<file path="src/rtl/constants_pkg.sv">
// rtl/constants_pkg.sv - shared machine-wide constants for the multiply path
package constants_pkg;

    localparam int MUL_LATENCY = 5;
    localparam int ARCH_LEN    = 32;

endpackage

</file>
<file path="src/rtl/instruction_pkg.sv">
// rtl/instruction_pkg.sv - decoded instruction and multiply tracker slot types
package instruction_pkg;

    import constants_pkg::*;

    typedef struct packed {
        logic [4:0]          src_reg_1;
        logic [4:0]          src_reg_2;
        logic [4:0]          dst_reg;
        logic [ARCH_LEN-1:0] src_data_1;
        logic [ARCH_LEN-1:0] src_data_2;
        logic [ARCH_LEN-1:0] dst_reg_data;
    } inst_decoded_t;

    typedef struct packed {
        logic       valid;
        logic [4:0] rd;
    } mul_slot_t;

    // x0 is hardwired, so it never participates in a hazard
    function automatic logic reg_hit(input logic [4:0] r, input logic [31:0] busy);
        return (r != 5'd0) && busy[r];
    endfunction

endpackage

</file>
<file path="src/rtl/mul_issue_unit_if.sv">
// rtl/mul_issue_unit_if.sv - issue, multiplier and writeback signals of the multiply issue unit
interface mul_issue_unit_if;

    import constants_pkg::*;
    import instruction_pkg::*;

    logic                in_valid;
    inst_decoded_t       inst_in;
    logic                in_ready;
    logic                flush;
    inst_decoded_t       inst_mul_in;
    logic                mul_issue;
    inst_decoded_t       inst_mul_out;
    logic                wb_valid;
    logic [4:0]          wb_rd;
    logic [ARCH_LEN-1:0] wb_data;
    logic [31:0]         busy_regs;

    modport master (
        output in_valid, inst_in, flush, inst_mul_out,
        input  in_ready, inst_mul_in, mul_issue, wb_valid, wb_rd, wb_data, busy_regs
    );

    modport slave (
        input  in_valid, inst_in, flush, inst_mul_out,
        output in_ready, inst_mul_in, mul_issue, wb_valid, wb_rd, wb_data, busy_regs
    );

endinterface

</file>
<file path="src/rtl/mul_scoreboard.sv">
// rtl/mul_scoreboard.sv - in-flight multiply tracker shift register and busy-register scoreboard
module mul_scoreboard
    import instruction_pkg::*;
#(
    parameter int LATENCY = 5
) (
    input  logic        clk,
    input  logic        rst,
    input  logic        issue,
    input  logic [4:0]  issue_rd,
    input  logic        flush,
    output mul_slot_t   retire_slot,
    output logic [31:0] busy_regs
);

    mul_slot_t slots [LATENCY];

    // rd fields keep shifting on flush; only the valid bits are squashed
    always_ff @(posedge clk or negedge rst) begin
        if (!rst) begin
            for (int i = 0; i < LATENCY; i++) begin
                slots[i] <= '0;
            end
        end else begin
            slots[0].valid <= issue && !flush;
            slots[0].rd    <= issue_rd;
            for (int i = 1; i < LATENCY; i++) begin
                slots[i].valid <= slots[i-1].valid && !flush;
                slots[i].rd    <= slots[i-1].rd;
            end
        end
    end

    always_comb begin
        busy_regs = '0;
        for (int i = 0; i < LATENCY; i++) begin
            if (slots[i].valid) begin
                busy_regs[slots[i].rd] = 1'b1;
            end
        end
        busy_regs[0] = 1'b0;
    end

    assign retire_slot = slots[LATENCY-1];

endmodule

</file>
<file path="src/rtl/mul_issue_unit.sv">
// rtl/mul_issue_unit.sv - issues multiplies to a pipelined multiplier with RAW/WAW stalls and tracks writeback
module mul_issue_unit
    import instruction_pkg::*;
#(
    parameter int MUL_LATENCY = constants_pkg::MUL_LATENCY
) (
    input  logic             clk,
    input  logic             rst,
    mul_issue_unit_if.slave  bus
);

    logic        hazard;
    logic        issue;
    mul_slot_t   retire_slot;
    logic [31:0] busy;

    // a register retiring this cycle is still busy, so a dependent op waits one more cycle
    assign hazard = reg_hit(bus.inst_in.src_reg_1, busy)
                 || reg_hit(bus.inst_in.src_reg_2, busy)
                 || reg_hit(bus.inst_in.dst_reg,   busy);

    assign bus.in_ready    = rst && !bus.flush && !hazard;
    assign issue           = bus.in_valid && bus.in_ready;
    assign bus.mul_issue   = issue;
    assign bus.inst_mul_in = bus.inst_in;

    assign bus.wb_valid  = rst && !bus.flush && retire_slot.valid && (retire_slot.rd != 5'd0);
    assign bus.wb_rd     = retire_slot.rd;
    assign bus.wb_data   = rst ? bus.inst_mul_out.dst_reg_data : '0;
    assign bus.busy_regs = busy;

    mul_scoreboard #(
        .LATENCY (MUL_LATENCY)
    ) u_scoreboard (
        .clk         (clk),
        .rst         (rst),
        .issue       (issue),
        .issue_rd    (bus.inst_in.dst_reg),
        .flush       (bus.flush),
        .retire_slot (retire_slot),
        .busy_regs   (busy)
    );

endmodule

</file>
<file path="src/flat_wrapper.sv">
// flat-port wrapper written by rule: the top's interface ports become plain ports
module mul_issue_unit_flat import instruction_pkg::*;
#(
    parameter int MUL_LATENCY = constants_pkg::MUL_LATENCY
)
  (clk, rst, bus_in_valid, bus_inst_in, bus_flush, bus_inst_mul_out, bus_in_ready, bus_inst_mul_in, bus_mul_issue, bus_wb_valid, bus_wb_rd, bus_wb_data, bus_busy_regs);
  mul_issue_unit_if bus_i ();
  input  logic clk;
  input  logic rst;
  input wire logic [$bits(bus_i.in_valid)-1:0] bus_in_valid;
  input wire logic [$bits(bus_i.inst_in)-1:0] bus_inst_in;
  input wire logic [$bits(bus_i.flush)-1:0] bus_flush;
  input wire logic [$bits(bus_i.inst_mul_out)-1:0] bus_inst_mul_out;
  output wire logic [$bits(bus_i.in_ready)-1:0] bus_in_ready;
  output wire logic [$bits(bus_i.inst_mul_in)-1:0] bus_inst_mul_in;
  output wire logic [$bits(bus_i.mul_issue)-1:0] bus_mul_issue;
  output wire logic [$bits(bus_i.wb_valid)-1:0] bus_wb_valid;
  output wire logic [$bits(bus_i.wb_rd)-1:0] bus_wb_rd;
  output wire logic [$bits(bus_i.wb_data)-1:0] bus_wb_data;
  output wire logic [$bits(bus_i.busy_regs)-1:0] bus_busy_regs;
  assign bus_i.in_valid = bus_in_valid;
  assign bus_i.inst_in = bus_inst_in;
  assign bus_i.flush = bus_flush;
  assign bus_i.inst_mul_out = bus_inst_mul_out;
  assign bus_in_ready = bus_i.in_ready;
  assign bus_inst_mul_in = bus_i.inst_mul_in;
  assign bus_mul_issue = bus_i.mul_issue;
  assign bus_wb_valid = bus_i.wb_valid;
  assign bus_wb_rd = bus_i.wb_rd;
  assign bus_wb_data = bus_i.wb_data;
  assign bus_busy_regs = bus_i.busy_regs;
  mul_issue_unit #(.MUL_LATENCY(MUL_LATENCY)) u_core (.clk(clk), .rst(rst), .bus(bus_i));
endmodule
</file>
<file path="config.mk">
export PLATFORM = sky130hd
export DESIGN_NAME = mul_issue_unit_flat
export DESIGN_NICKNAME = d
export VERILOG_FILES = /design/src/rtl/constants_pkg.sv /design/src/rtl/instruction_pkg.sv /design/src/rtl/mul_issue_unit_if.sv /design/src/rtl/mul_scoreboard.sv /design/src/rtl/mul_issue_unit.sv /design/src/flat_wrapper.sv
export SDC_FILE = /design/constraint.sdc
export NUM_CORES = 1
export LEC_CHECK = 0
export ABC_AREA = 1
export BUFFER_PORTS_ARGS = -buffer_cell sky130_fd_sc_hd__buf_2
export CORE_AREA = 5 5 157 159
export DETAILED_ROUTE_END_ITERATION = 8
export DIE_AREA = 0 0 162 164
export PLACE_DENSITY = 0.57
export SKIP_CTS_REPAIR_TIMING = 1
export SLEW_MARGIN = 20
export SYNTH_ARGS = -nofsm -noshare
export SYNTH_HDL_FRONTEND = slang
export SYNTH_HIERARCHICAL = 1
export SYNTH_SLANG_ARGS = --single-unit
</file>
<file path="constraint.sdc">
create_clock -name clk -period 3.9 [get_ports clk]
set_clock_uncertainty 0.2 [all_clocks]
set_input_delay 0.39 -clock clk [delete_from_list [all_inputs] [get_ports clk]]
set_output_delay 0.39 -clock clk [all_outputs]
set_load 0.02 [all_outputs]
</file>
==> results.toml <==
[run_status]
outcome = "finished clean"

[finish]
final_cell_mix = "nand2_1, nor2_1, buf_2"
insertedDiodeCount = 0
nets = 1114
drive_above_1_share_pct = 19.3
area_delta_synth_final_pct = 3.64
final_common_cell = "nand2_1"
nFillCells = 2693

[timing]
final-max-slew-violation-count = 0
finalCritPeriodShare_pct = 86.5
setup_violations = 0
tightest_slew_ps = 672
min_period_ps = 3370
hold_viol_final = 0
fmax_mhz = 296
setup-tns-final_ps = 0
rsz0062_at_grt = "no"
whs_ps = 57.4
maxSlewHeadroom_pct = 55.2

[setup_path]
r2r.worst_path.cells = 20
reg2reg_from = "u_core/u_scoreboard/slots[20]$_DFF_PN0_"
cp.arrival_ps = 2780
critPathSlowestCell = "dfrtp_1"
required_ps = 3310
critPathLaunchType = "register"
reg2reg_to = "u_core/u_scoreboard/slots[29]$_DFF_PN0_"
crit_chain = "inv_1 > nand3_1 > nor2_1 > nor2_1 > nand3_1 > inv_1 > nand2_2 > nand3_2 > nand2_1 > nand2_1 > nand2_1 > clkinv_1 > nand2_1 > nand2_1 > nand2_1 > nor2_1 > nand2_1 > nor2_2 > buf_2"
critPathCaptureType = "output pin"
crit_fanout = 9
r2r_slack_ps = 1150
cpMostUsedCell = "nand2_1"
max_stage_delay_ps = 500
critical_path_class = "register to output pin"

[die]
start_util_pct = 20.7
coreArea_um2 = 23100
die_area_um2 = 26600
die_w_um = 162
io_pins = 409
die_h_um = 164
rows = 56

[power]
seqPwrFrac_pct = 33.6
cell_internal_pwr_uw = 700
cellLeakagePower_uw = 0.00283
p_per_area_nw_per_um2 = 211
switchingPower_uw = 345
ir_drop_mv = 0.146
swShare_pct = 33.0
clkPwrFrac_pct = 40.5
p_comb_share_pct = 25.9

[place]
port_buffers = 136
gp_congestion = 0.868
dpl.hpwl_um = 13800

[routing]
firstDrtPassIters = 5
wl_per_cell_um = 14.3
ant_nets = 0
wl_um = 16900
num_vias = 5058
drtIter0Drc = 488
drc_errors = 0
routed_via_density = 4.29

[logic_synthesis]
ys_ff_latch = 30
syn_nets = 1108
synth_edf_count = 0
ys_seq_area_share_pct = 15.7
synth-async-reset-ratio_pct = 100
ys.flop_type = "dfrtp_1"
ys_warn_count = 6
synth_area_per_cell_um2 = 5.42
ys_types = 30
netlist_instances = 882
syn_area_um2 = 4780

[clock_network]
cts_root_buffer = "clkbuf_16"
tritoncts = "built"
numCtsBuffers = 5
clk_pin_slew_ps = 50
insertion_delay_ps = 280
cts.htree.levels = 2
clkSinkCount = 30
cts_buffer_depth = 2

[global_route]
grt_pass1_vias = 4593
grt_pass1_wl_um = 25900
grt_max_degree = 63
grt_overflow = 0
grt_usage_pct = 12.3
antenna_found_initial = 0

[min_path]
hold_path_class = "primary input to async pin"

[run]
max_cap_violations = 0
==> kinds of logic after synthesis <==
kind of cell,Yosys count,synth area share [%]
and+or+nand+nor,582,51.1
DFF,30,15.7
AOI/OAI and AO/OA,10,1.54
other,1,0.0784
buffers and inverters,259,31.6
==> metrics by stage <==
step	util, %	cell area [µm²]	power [µW]	cells	worst slack (ps)
after CTS	21.4	4960	1060	1179	478
after global placement	20.7	4790	623	1171	792
after global routing	21.4	4960	1100	1179	216
final	21.4	4960	1040	1179	527
after detailed placement	20.7	4790	627	1171	790
after floorplan	-	4780	693	882	1350
==> cells in the mapped netlist, types with 2 or more instances <==
cell type	instances	area [µm²]
buf_6	4	45.0
clkbuf_1	4	15.0
nand2_2	2	12.5
buf_4	121	908
nand3_1	132	661
buf_12	2	40.0
buf_2	7	35.0
inv_2	10	37.5
inv_1	108	405
o211ai_1	6	45.0
nor3_1	2	10.0
nand2_1	225	845
dfrtp_1	30	751
nor3_2	4	40.0
nor2_1	205	769
nand3_2	6	60.1
==> power by group through the flow <==
stage / Sequential [µW] / Combinational [µW] / Clock (µW)
finish: 351 / 271 / 423
detailed placement: 356 / 270 / 0
floorplan: 345 / 348 / 0
CTS: 351 / 272 / 435
global placement: 355 / 268 / 0
global route: 355 / 302 / 448
==> worst max-delay path, delay by kind of cell (launching register included) <==
family / cells / cell delay [ps]
DFF: 1 / 500
and+or+nand+nor: 15 / 1490
buffers and inverters: 4 / 530
==> cell type report <==
| class | instances | area, µm² | area share [%] |
|---|---|---|---|
| Clock buffer | 8 | 166 | 3.36 |
| Inverter | 121 | 467 | 9.41 |
| Multi-Input combinational cell | 593 | 2520 | 50.9 |
| Sequential cell | 30 | 751 | 15.1 |
| Tap cell | 290 | 363 | 7.32 |
| Timing Repair Buffer | 137 | 688 | 13.9 |
==> per-layer routing <==
| metal | part of all wire, % | vias up | global-route usage [%] |
|---|---|---|---|
| li1 | - | 2576 | - |
| met2 | 47 | 219 | 20.5 |
| met4 | 3.6 | 0 | 4.34 |
| met1 | 42 | 2221 | 15.7 |
| met5 | 0 | - | 0 |
| met3 | 7.8 | 42 | 2.84 |
==> worst max path at each step <==
stage / from / to / slack (ps) / cells after the start
after floorplan: u_core/u_scoreboard/slots[20]$_DFF_PN0_ / bus_mul_issue / 1350 / 19
after global placement: u_core/u_scoreboard/slots[25]$_DFF_PN0_ / bus_mul_issue / 790 / 19
after detailed placement: u_core/u_scoreboard/slots[20]$_DFF_PN0_ / bus_mul_issue / 790 / 19
after CTS: u_core/u_scoreboard/slots[25]$_DFF_PN0_ / bus_mul_issue / 480 / 19
after global routing: u_core/u_scoreboard/slots[20]$_DFF_PN0_ / bus_mul_issue / 220 / 19
final: u_core/u_scoreboard/slots[20]$_DFF_PN0_ / bus_mul_issue / 530 / 19
==> registers in the layout (all words and copies together) (netlist names) <==
signal                           flops
u_core/u_scoreboard/retire_slot      6
u_core/u_scoreboard/slots           24
Note: power is estimated with default switching activity, not from simulation.
